### src/rtl/top_pkg.sv
// Shared types and the default address map for the AXI4-Lite address decoder.
package top_pkg;

    typedef enum logic [1:0] {
        OKAY   = 2'b00,
        SLVERR = 2'b10,
        DECERR = 2'b11
    } axil_resp_t;

    typedef enum logic [1:0] {
        W_IDLE,
        W_ADDR,
        W_FWD,
        W_RESP
    } wr_state_t;

    typedef enum logic [1:0] {
        R_IDLE,
        R_FWD,
        R_RESP
    } rd_state_t;

    localparam int DEFAULT_SLAVE_NUM  = 4;
    localparam int DEFAULT_ADDR_WIDTH = 32;

    // Slave i owns one 64 KiB window starting at 0x43c0_0000 + i*0x1_0000
    localparam logic [DEFAULT_SLAVE_NUM-1:0][DEFAULT_ADDR_WIDTH-1:0] DEFAULT_LOW_ADDR = {
        32'h43c3_0000, 32'h43c2_0000, 32'h43c1_0000, 32'h43c0_0000
    };
    localparam logic [DEFAULT_SLAVE_NUM-1:0][DEFAULT_ADDR_WIDTH-1:0] DEFAULT_HIGH_ADDR = {
        32'h43c3_ffff, 32'h43c2_ffff, 32'h43c1_ffff, 32'h43c0_ffff
    };

endpackage

### src/rtl/axil_addr_match.sv
// Combinational region decoder: returns the lowest-indexed region containing addr.
module axil_addr_match #(
    parameter int SLAVE_NUM  = 4,
    parameter int ADDR_WIDTH = 32,
    parameter int SEL_WIDTH  = 2
) (
    input  logic [ADDR_WIDTH-1:0]                addr,
    input  logic [SLAVE_NUM-1:0][ADDR_WIDTH-1:0] low_addr,
    input  logic [SLAVE_NUM-1:0][ADDR_WIDTH-1:0] high_addr,
    output logic [SEL_WIDTH-1:0]                 sel,
    output logic                                 hit
);

    // Scan from the top so the lowest matching index is written last and wins on overlap
    always_comb begin
        sel = '0;
        hit = 1'b0;
        for (int i = SLAVE_NUM - 1; i >= 0; i--) begin
            if ((addr >= low_addr[i]) && (addr <= high_addr[i])) begin
                hit = 1'b1;
                sel = SEL_WIDTH'(i);
            end
        end
    end

endmodule

### src/rtl/axil_addr_decoder.sv
// Single-master to SLAVE_NUM-slave AXI4-Lite router; independent write and read paths.
module axil_addr_decoder
    import top_pkg::*;
#(
    parameter int SLAVE_NUM  = DEFAULT_SLAVE_NUM,
    parameter int ADDR_WIDTH = DEFAULT_ADDR_WIDTH,
    parameter int DATA_WIDTH = 32,
    parameter logic [SLAVE_NUM-1:0][ADDR_WIDTH-1:0] SLAVE_LOW_ADDR  = DEFAULT_LOW_ADDR,
    parameter logic [SLAVE_NUM-1:0][ADDR_WIDTH-1:0] SLAVE_HIGH_ADDR = DEFAULT_HIGH_ADDR
) (
    input  logic                                  clk_i,
    input  logic                                  rst_i,

    input  logic [ADDR_WIDTH-1:0]                 s_awaddr,
    input  logic                                  s_awvalid,
    output logic                                  s_awready,
    input  logic [DATA_WIDTH-1:0]                 s_wdata,
    input  logic [DATA_WIDTH/8-1:0]               s_wstrb,
    input  logic                                  s_wvalid,
    output logic                                  s_wready,
    output logic [1:0]                            s_bresp,
    output logic                                  s_bvalid,
    input  logic                                  s_bready,
    input  logic [ADDR_WIDTH-1:0]                 s_araddr,
    input  logic                                  s_arvalid,
    output logic                                  s_arready,
    output logic [DATA_WIDTH-1:0]                 s_rdata,
    output logic [1:0]                            s_rresp,
    output logic                                  s_rvalid,
    input  logic                                  s_rready,

    output logic [SLAVE_NUM-1:0][ADDR_WIDTH-1:0]  m_awaddr,
    output logic [SLAVE_NUM-1:0]                  m_awvalid,
    input  logic [SLAVE_NUM-1:0]                  m_awready,
    output logic [SLAVE_NUM-1:0][DATA_WIDTH-1:0]  m_wdata,
    output logic [SLAVE_NUM-1:0][DATA_WIDTH/8-1:0] m_wstrb,
    output logic [SLAVE_NUM-1:0]                  m_wvalid,
    input  logic [SLAVE_NUM-1:0]                  m_wready,
    input  logic [SLAVE_NUM-1:0][1:0]             m_bresp,
    input  logic [SLAVE_NUM-1:0]                  m_bvalid,
    output logic [SLAVE_NUM-1:0]                  m_bready,
    output logic [SLAVE_NUM-1:0][ADDR_WIDTH-1:0]  m_araddr,
    output logic [SLAVE_NUM-1:0]                  m_arvalid,
    input  logic [SLAVE_NUM-1:0]                  m_arready,
    input  logic [SLAVE_NUM-1:0][DATA_WIDTH-1:0]  m_rdata,
    input  logic [SLAVE_NUM-1:0][1:0]             m_rresp,
    input  logic [SLAVE_NUM-1:0]                  m_rvalid,
    output logic [SLAVE_NUM-1:0]                  m_rready
);

    localparam int SEL_W = (SLAVE_NUM > 1) ? $clog2(SLAVE_NUM) : 1;

    // ---------------- write path ----------------
    wr_state_t               w_state, w_state_next;
    logic                    aw_held, w_held, aw_pend, w_pend;
    logic [ADDR_WIDTH-1:0]   awaddr_q, aw_dec_addr;
    logic [DATA_WIDTH-1:0]   wdata_q;
    logic [DATA_WIDTH/8-1:0] wstrb_q;
    logic [SEL_W-1:0]        w_sel_q, aw_sel;
    logic                    aw_hit, aw_fire, w_fire, aw_have, w_have;
    axil_resp_t              bresp_q;

    assign aw_fire     = s_awvalid && s_awready;
    assign w_fire      = s_wvalid && s_wready;
    assign aw_have     = aw_held || aw_fire;
    assign w_have      = w_held || w_fire;
    // Decode the incoming address directly so forwarding starts the cycle after capture
    assign aw_dec_addr = aw_held ? awaddr_q : s_awaddr;

    axil_addr_match #(
        .SLAVE_NUM (SLAVE_NUM),
        .ADDR_WIDTH(ADDR_WIDTH),
        .SEL_WIDTH (SEL_W)
    ) u_aw_match (
        .addr     (aw_dec_addr),
        .low_addr (SLAVE_LOW_ADDR),
        .high_addr(SLAVE_HIGH_ADDR),
        .sel      (aw_sel),
        .hit      (aw_hit)
    );

    // NOTE: sequential state uses non-blocking assignments so every flop samples pre-edge values.
    always_ff @(posedge clk_i) begin
        if (rst_i) w_state <= W_IDLE;
        else       w_state <= w_state_next;
    end

    // NOTE: every combinational output gets a default first, so no path can infer a latch.
    always_comb begin
        w_state_next = w_state;
        case (w_state)
            W_IDLE, W_ADDR: begin
                if (aw_have && w_have)      w_state_next = aw_hit ? W_FWD : W_RESP;
                else if (aw_have || w_have) w_state_next = W_ADDR;
            end
            W_FWD:   if (m_bvalid[w_sel_q]) w_state_next = W_RESP;
            W_RESP:  if (s_bready)          w_state_next = W_IDLE;
            default: w_state_next = W_IDLE;
        endcase
    end

    always_comb begin
        s_awready = 1'b0;
        s_wready  = 1'b0;
        s_bvalid  = 1'b0;
        m_awvalid = '0;
        m_wvalid  = '0;
        m_bready  = '0;
        case (w_state)
            W_IDLE, W_ADDR: begin
                s_awready = !rst_i && !aw_held;
                s_wready  = !rst_i && !w_held;
            end
            W_FWD: begin
                m_awvalid[w_sel_q] = aw_pend;
                m_wvalid[w_sel_q]  = w_pend;
                m_bready[w_sel_q]  = m_bvalid[w_sel_q];
            end
            W_RESP:  s_bvalid = 1'b1;
            default: ;
        endcase
    end

    // NOTE: payload registers are reset too, so the broadcast m_* buses never carry X.
    always_ff @(posedge clk_i) begin
        if (rst_i) begin
            aw_held  <= 1'b0;
            w_held   <= 1'b0;
            aw_pend  <= 1'b0;
            w_pend   <= 1'b0;
            awaddr_q <= '0;
            wdata_q  <= '0;
            wstrb_q  <= '0;
            w_sel_q  <= '0;
            bresp_q  <= OKAY;
        end else begin
            if (aw_fire) awaddr_q <= s_awaddr;
            if (w_fire) begin
                wdata_q <= s_wdata;
                wstrb_q <= s_wstrb;
            end
            case (w_state)
                W_IDLE, W_ADDR: begin
                    if (aw_have && w_have) begin
                        aw_held <= 1'b0;
                        w_held  <= 1'b0;
                        w_sel_q <= aw_sel;
                        aw_pend <= aw_hit;
                        w_pend  <= aw_hit;
                        if (!aw_hit) bresp_q <= DECERR;
                    end else begin
                        aw_held <= aw_have;
                        w_held  <= w_have;
                    end
                end
                W_FWD: begin
                    if (m_awready[w_sel_q]) aw_pend <= 1'b0;
                    if (m_wready[w_sel_q])  w_pend  <= 1'b0;
                    if (m_bvalid[w_sel_q]) begin
                        bresp_q <= axil_resp_t'(m_bresp[w_sel_q]);
                        aw_pend <= 1'b0;
                        w_pend  <= 1'b0;
                    end
                end
                default: ;
            endcase
        end
    end

    assign s_bresp  = bresp_q;
    assign m_awaddr = {SLAVE_NUM{awaddr_q}};
    assign m_wdata  = {SLAVE_NUM{wdata_q}};
    assign m_wstrb  = {SLAVE_NUM{wstrb_q}};

    // ---------------- read path ----------------
    rd_state_t             r_state, r_state_next;
    logic [ADDR_WIDTH-1:0] araddr_q;
    logic [DATA_WIDTH-1:0] rdata_q;
    axil_resp_t            rresp_q;
    logic [SEL_W-1:0]      r_sel_q, ar_sel;
    logic                  ar_hit, ar_fire, ar_pend;

    assign ar_fire = s_arvalid && s_arready;

    axil_addr_match #(
        .SLAVE_NUM (SLAVE_NUM),
        .ADDR_WIDTH(ADDR_WIDTH),
        .SEL_WIDTH (SEL_W)
    ) u_ar_match (
        .addr     (s_araddr),
        .low_addr (SLAVE_LOW_ADDR),
        .high_addr(SLAVE_HIGH_ADDR),
        .sel      (ar_sel),
        .hit      (ar_hit)
    );

    always_ff @(posedge clk_i) begin
        if (rst_i) r_state <= R_IDLE;
        else       r_state <= r_state_next;
    end

    always_comb begin
        r_state_next = r_state;
        case (r_state)
            R_IDLE:  if (ar_fire)           r_state_next = ar_hit ? R_FWD : R_RESP;
            R_FWD:   if (m_rvalid[r_sel_q]) r_state_next = R_RESP;
            R_RESP:  if (s_rready)          r_state_next = R_IDLE;
            default: r_state_next = R_IDLE;
        endcase
    end

    always_comb begin
        s_arready = 1'b0;
        s_rvalid  = 1'b0;
        m_arvalid = '0;
        m_rready  = '0;
        case (r_state)
            R_IDLE: s_arready = !rst_i;
            R_FWD: begin
                m_arvalid[r_sel_q] = ar_pend;
                m_rready[r_sel_q]  = 1'b1;
            end
            R_RESP:  s_rvalid = 1'b1;
            default: ;
        endcase
    end

    always_ff @(posedge clk_i) begin
        if (rst_i) begin
            araddr_q <= '0;
            rdata_q  <= '0;
            rresp_q  <= OKAY;
            r_sel_q  <= '0;
            ar_pend  <= 1'b0;
        end else begin
            case (r_state)
                R_IDLE: begin
                    if (ar_fire) begin
                        araddr_q <= s_araddr;
                        r_sel_q  <= ar_sel;
                        ar_pend  <= ar_hit;
                        if (!ar_hit) begin
                            rdata_q <= '0;
                            rresp_q <= DECERR;
                        end
                    end
                end
                R_FWD: begin
                    if (m_arready[r_sel_q]) ar_pend <= 1'b0;
                    if (m_rvalid[r_sel_q]) begin
                        rdata_q <= m_rdata[r_sel_q];
                        rresp_q <= axil_resp_t'(m_rresp[r_sel_q]);
                        ar_pend <= 1'b0;
                    end
                end
                default: ;
            endcase
        end
    end

    assign s_rdata  = rdata_q;
    assign s_rresp  = rresp_q;
    assign m_araddr = {SLAVE_NUM{araddr_q}};

endmodule

### config.mk
export PLATFORM = sky130hd
export DESIGN_NAME = axil_addr_decoder
export DESIGN_NICKNAME = d
export VERILOG_FILES = /design/src/rtl/top_pkg.sv /design/src/rtl/axil_addr_match.sv /design/src/rtl/axil_addr_decoder.sv
export SDC_FILE = /design/constraint.sdc
export NUM_CORES = 1
export LEC_CHECK = 0
export BUFFER_PORTS_ARGS = -buffer_cell sky130_fd_sc_hd__buf_4
export CORE_AREA = 8 8 282 284
export DETAILED_ROUTE_END_ITERATION = 16
export DIE_AREA = 0 0 290 292
export PLACE_DENSITY_LB_ADDON = 0.25
export SLEW_MARGIN = 5
export SYNTH_ARGS = -nofsm -noshare
export SYNTH_HDL_FRONTEND = slang
export SYNTH_HIERARCHICAL = 1
export SYNTH_SLANG_ARGS = --single-unit
### constraint.sdc
create_clock -name clk_i -period 3.9 [get_ports clk_i]
set_input_delay 0.585 -clock clk_i [delete_from_list [all_inputs] [get_ports clk_i]]
set_output_delay 0.585 -clock clk_i [all_outputs]
set_load 0.02 [all_outputs]
==> reports/metrics.yaml, run 1 <==
floorplan:
  initial_core_util_pct: 29.4
  core_area_um2: 75200
  rows: 101
  die_x_um: 290
  die-area_um2: 84700
  io_pins: 732
  die-height_um: 292
global_routing:
  grt_max_degree: 71
  grt_pass1_wl_um: 140000
  grt_pass1_vias: 20000
  overflow: 0
  grt_util_all_layers_pct: 22.3
  grt_antenna_before_repair: 19
yosys:
  yosysSeqAreaShare_pct: 13.5
  ys_ff_latch: 149
  avgSynthCellArea_um2: 7.70
  synthCells: 2876
  synth_area_um2: 22100
  synthArstFlopShare_pct: 0
  synth_edf_count: 0
  yosys_warnings: 6
  ys_types: 80
  synth_ff_type: "dfxtp_1"
sta:
  max_slew.worst_pin.slew_ps: 883
  tns_ps: 0
  max_freq_mhz: 270
  setup_slack_ps: 196
  layout_min_cycle_time_ps: 3700
  hold_viol: 0
  final-max-slew-violation-count: 0
  period_share_pct: 95.0
  fin_skew_ps: 24.8
  rsz0062_at_grt: "false"
  setup_viol: 0
  relSlewSlack_pct: 40.9
power:
  peakVddDrop_uv: 227
  power.density_nw_per_um2: 239
  p_leak_nw: 16.4
  finalPower_mw: 7.06
clock_tree:
  hold_buffers: 0
  clkSinkCount: 149
  numCtsBuffers: 17
  root_buffer: "clkbuf_16"
  clock_latency_ps: 500
  clkTransAtPathRegs_ps: 90
  cts_tree: "done"
  cts_max_path_buffers: 2
  h-tree-depth: 4
critical_path:
  worst_setup_path_start_kind: "flop"
  crit_arrival_ps: 4110
  worstRegToRegCells: 12
  crit_type: "flop to flop"
  crit_path_end_kind: "flop"
  cp.required_ps: 4310
  path_max_fanout: 20
drt:
  first_pass_iters: 5
  routedWlPerCell_um: 20.2
  avgViaCountPerCell: 4.38
  antenna_left: 0
  drc: 0
  drt-total-wl_um: 97900
  first_iter_violations: 1038
  num_vias: 21200
placed_design:
  pre_cts_ws_ps: 82.2
  gp_congestion: 0.916
  portBuffers: 731
  hpwl_um: 85700
cells_and_area:
  nets: 4634
  register_area_um2: 2990
  drive_gt1_share_pct: 24.5
  multi_input_area_um2: 16600
  area_delta_synth_final_pct: 33.5
  nFillCells: 7913
outcome:
  outcome: "finished clean"
hold_path:
  hp-class: "input port to flop"
  hold_depth: 3
run:
  drv_cap: 0
critical path: stages, from the launching register on:
cell	delay (ps)
dfxtp_4	430
buf_12	200
mux2_2	470
ha_1	350
nand4_1	120
a211o_1	280
a21oi_1	240
o311ai_0	290
a2bb2oi_1	270
nor2_1	80
nand2_1	170
or4b_2	610
o21ai_0	100
Yosys cell counts (3+ instances only):
master     count  share of area [%]
and2_0         3              0.085
clkbuf_1      46               0.78
mux2_2        34                1.7
a2111oi_0      7               0.28
o211ai_1      11               0.37
dfxtp_1      149                 13
a221o_1       11               0.50
nor3_1        22               0.50
a211oi_2       3               0.17
o21ai_1       10               0.23
and2_1         3              0.085
or4_1          5               0.17
nand2_1      269                4.6
nand2b_1      79                2.2
a21oi_1      245                5.5
o21a_1         5               0.17
inv_1        512                8.7
nor4_1        14               0.40
buf_1          6               0.10
nor2b_1       31               0.88
o221ai_1       3               0.12
a211oi_1      26               0.88
o21bai_1       3               0.10
nand3_1       71                1.6
buf_6          4               0.20
buf_2         13               0.29
ha_1         512                 29
a21o_1        71                2.4
nand4_1       89                2.5
mux4_2        41                4.2
nor2_1        60                1.0
a21boi_0       3               0.10
o21ai_0      119                2.7
a221oi_1      15               0.59
a31oi_1        5               0.14
buf_4        300                 10
nor3b_1        3               0.10
and4_1        14               0.55
a211o_1        4               0.16
path summary, 6_finish.rpt:
path / from / endpoint / slack (ps)
min: s_awaddr[8] / awaddr_q[8] / 330
max: aw_held / aw_pend / 200
min reg2reg: s_rdata[0] / s_rdata[0] / 480
max reg2reg: aw_held / aw_pend / 200
placed cells by master (no fill, tap or decap), drive strengths merged, types with 16 or more instances in the layout:
cell	count
a221oi	16
mux2	34
mux4	41
a211oi	29
a21o	71
buf	815
nor3	23
nor2b	31
dfxtp	149
nand2	269
nand2b	79
nand3	71
conb	512
clkbuf	17
inv	520
nand4	89
o21ai	129
nor2	60
ha	512
a21oi	248
registers in the layout (all words and copies together) (netlist names), 2 cells and up:
signal / flops
araddr_q: 32
awaddr_q: 32
s_rdata: 32
wdata_q: 32
wstrb_q: 4
r_sel_q: 2
r_state: 2
s_bresp: 2
s_rresp: 2
w_sel_q: 2
w_state: 2
layout make-up:
class                   instances  share of cell area [%]
well taps                     978                    4.14
diodes                          9                  0.0762
inverters                     513                    6.51
repair buffers                815                    20.9
multi-input cells            2355                    56.2
clock inverters                15                   0.626
flip-flops and latches        149                    10.1
clock buffers                  17                    1.44
per-stage QoR:
step | utilization [%] | hold WS (ps) | instance area (µm²) | std cells
after CTS | 39.3 | 288 | 29500 | 4842
after global placement | 38.5 | 461 | 28900 | 4810
after global routing | 39.3 | 303 | 29600 | 4849
after detailed placement | 38.5 | 462 | 28900 | 4810
after floorplan | - | 449 | 24100 | 3386
final | 39.3 | 330 | 29600 | 4851
where the power goes:
| group | switching (mW) | leakage [nW] | internal [mW] | total, mW |
|---|---|---|---|---|
| Combinational | 1.94 | 14.9 | 1.47 | 3.42 |
| Sequential | 0.214 | 1.22 | 1.62 | 1.83 |
| Clock | 0.893 | 0.296 | 0.921 | 1.81 |
logic make-up after synthesis:
| kind of cell | Yosys count | synth area share [%] |
|---|---|---|
| AOI/OAI and AO/OA | 570 | 15.7 |
| and+or+nand+nor | 684 | 15.6 |
| buffers and inverters | 882 | 20.3 |
| other | 2 | 0.0339 |
| DFF | 149 | 13.5 |
| muxes | 77 | 5.99 |
| adders and majority gates | 512 | 28.9 |
metal layers:
metal  track usage (%)  up-vias  wire, µm
met5                 0        -         0
met1              29.0     9572     44900
met4              7.12        0      2710
li1                  -    11000         -
met3              4.43       70      5080
met2              37.0      547     45200
what timing repair did:
| item | CTS | global route |
|---|---|---|
| setup endpoints to repair | 0 | 5 |
| endpoints found under the hold margin | 0 | 0 |
| resized for setup | 0 | 7 |
| setup buffers | 0 | 0 |
Note: power is estimated with default switching activity, not from simulation.
==> run 2, diff against run 1 <==
- CELL_PAD_IN_SITES_DETAIL_PLACEMENT: not set -> 0
- CELL_PAD_IN_SITES_GLOBAL_PLACEMENT: not set -> 1
- CORE_AREA: 8 8 282 284 -> 8 8 280 282
- DIE_AREA: 0 0 290 292 -> 0 0 288 290
==> reports/metrics.yaml, run 2 (synthesis results as in run 1) <==
outcome:
  outcome: "finished clean"
cells_and_area:
  multi_input_area_um2: 16600
  drive_gt1_share_pct: 24.6
  register_area_um2: 2990
  nets: 4636
  area_delta_synth_final_pct: 33.5
  final_cell_mix: "buf_4 (811), inv_1 (512), conb_1 (512), ha_1 (512), nand2_1 (269)"
  layout_commonest_cell: "buf_4"
  nFillCells: 7811
critical_path:
  worstRegToRegCells: 13
  cp.required_ps: 4310
  worstReg2RegStart: "aw_held"
  regToRegSetupSlack_ps: 260
  worst_setup_path_start_kind: "flop"
  crit_type: "flop to flop"
  path_max_fanout: 15
  crit_arrival_ps: 4060
  r2r-end: "aw_pend"
  crit_path_end_kind: "flop"
clock_tree:
  cts_resized: 0
  cts_max_path_buffers: 2
  cts_setup_buffers: 0
  numCtsBuffers: 17
  h-tree-depth: 4
  root_buffer: "clkbuf_16"
  clkSinkCount: 149
  clock_latency_ps: 490
  cts_tree: "done"
  clkTransAtPathRegs_ps: 80
  hold_buffers: 0
global_routing:
  grt_antenna_before_repair: 23
  overflow: 0
  grt_max_degree: 69
  grt_util_all_layers_pct: 23.3
  grt_pass1_vias: 20100
  grt_pass1_wl_um: 141000
hold_path:
  hold_end: "wdata_q[3]"
  hold_depth: 3
  hp-class: "input port to flop"
  worstHoldStart: "s_wdata[3]"
floorplan:
  die-area_um2: 83500
  rows: 100
  die-height_um: 290
  initial_core_util_pct: 30.0
  io_pins: 732
  die_x_um: 288
  core_area_um2: 73800
drt:
  drt-total-wl_um: 101000
  drc: 0
  first_iter_violations: 1123
  antenna_left: 0
  first_pass_iters: 5
  routedWlPerCell_um: 20.8
  num_vias: 21400
  avgViaCountPerCell: 4.42
power:
  finalPower_mw: 7.03
  p_leak_nw: 16.4
  peakVddDrop_uv: 218
  power.density_nw_per_um2: 238
sta:
  layout_min_cycle_time_ps: 3640
  setup_viol: 0
  hold_viol: 0
  fin_skew_ps: 20.1
  max_freq_mhz: 275
  max_slew.worst_pin.slew_ps: 1220
  rsz0062_at_grt: "false"
  relSlewSlack_pct: 18.3
  period_share_pct: 93.4
  tns_ps: 0
  final-max-slew-violation-count: 0
placed_design:
  gp_congestion: 0.891
  portBuffers: 731
  hpwl_um: 88100
run:
  drv_cap: 0
## run 2: worst max-delay path: stages, from the launching register on
cell and delay, ps:
dfxtp_2 430, buf_12 180, mux2_2 470, ha_1 370, nand4_1 130, nor4_1 110
a21boi_1 140, a2111o_1 400, a211o_1 280, a22oi_2 200, nor2_1 60, nand2_1 100
or4b_2 610, o21ai_0 90
## run 2: worst max path at each step
| stage | end | cells after the start | slack, ps | start |
|---|---|---|---|---|
| after floorplan | aw_pend | 13 | 200 | aw_held |
| after global placement | ar_pend | 14 | 20 | s_araddr[22] |
| after detailed placement | ar_pend | 14 | 50 | s_araddr[22] |
| after CTS | aw_pend | 14 | 120 | aw_held |
| after global routing | aw_pend | 12 | 20 | aw_held |
| final | aw_pend | 13 | 260 | aw_held |
## run 2: per-stage QoR
stage | instances | cell area, µm² | hold slack (ps) | utilization (%) | worst slack, ps
global placement | 4803 | 28900 | 461 | 39.2 | 23.9
finish | 4845 | 29600 | 351 | 40.0 | 258
global route | 4845 | 29600 | 329 | 40.0 | 22.1
floorplan | 3386 | 24100 | 449 | - | 198
CTS | 4835 | 29500 | 297 | 40.0 | 117
detailed placement | 4803 | 28900 | 464 | 39.2 | 50.4
## run 2: area by class of cell
type | instances | area share [%]
timing repair buffer | 817 | 21.0
multi-input combinational | 2355 | 56.2
clock buffer | 17 | 1.44
clock inverter | 15 | 0.546
antenna | 10 | 0.0847
tap | 969 | 4.10
inverter | 513 | 6.52
sequential | 149 | 10.1
## run 2: power by group
group | internal [mW] | switching (mW)
logic | 1.46 | 1.94
registers | 1.62 | 0.228
clock network | 0.909 | 0.867
## run 2: routing by layer
metal  vias to the layer above  part of all wire [%]  track usage [%]
met4                         0                   3.9             9.37
met1                      9569                    41             27.8
met3                       105                   6.7             5.07
met5                         -                     0                0
li1                      11000                     -                -
met2                       684                    48             40.2
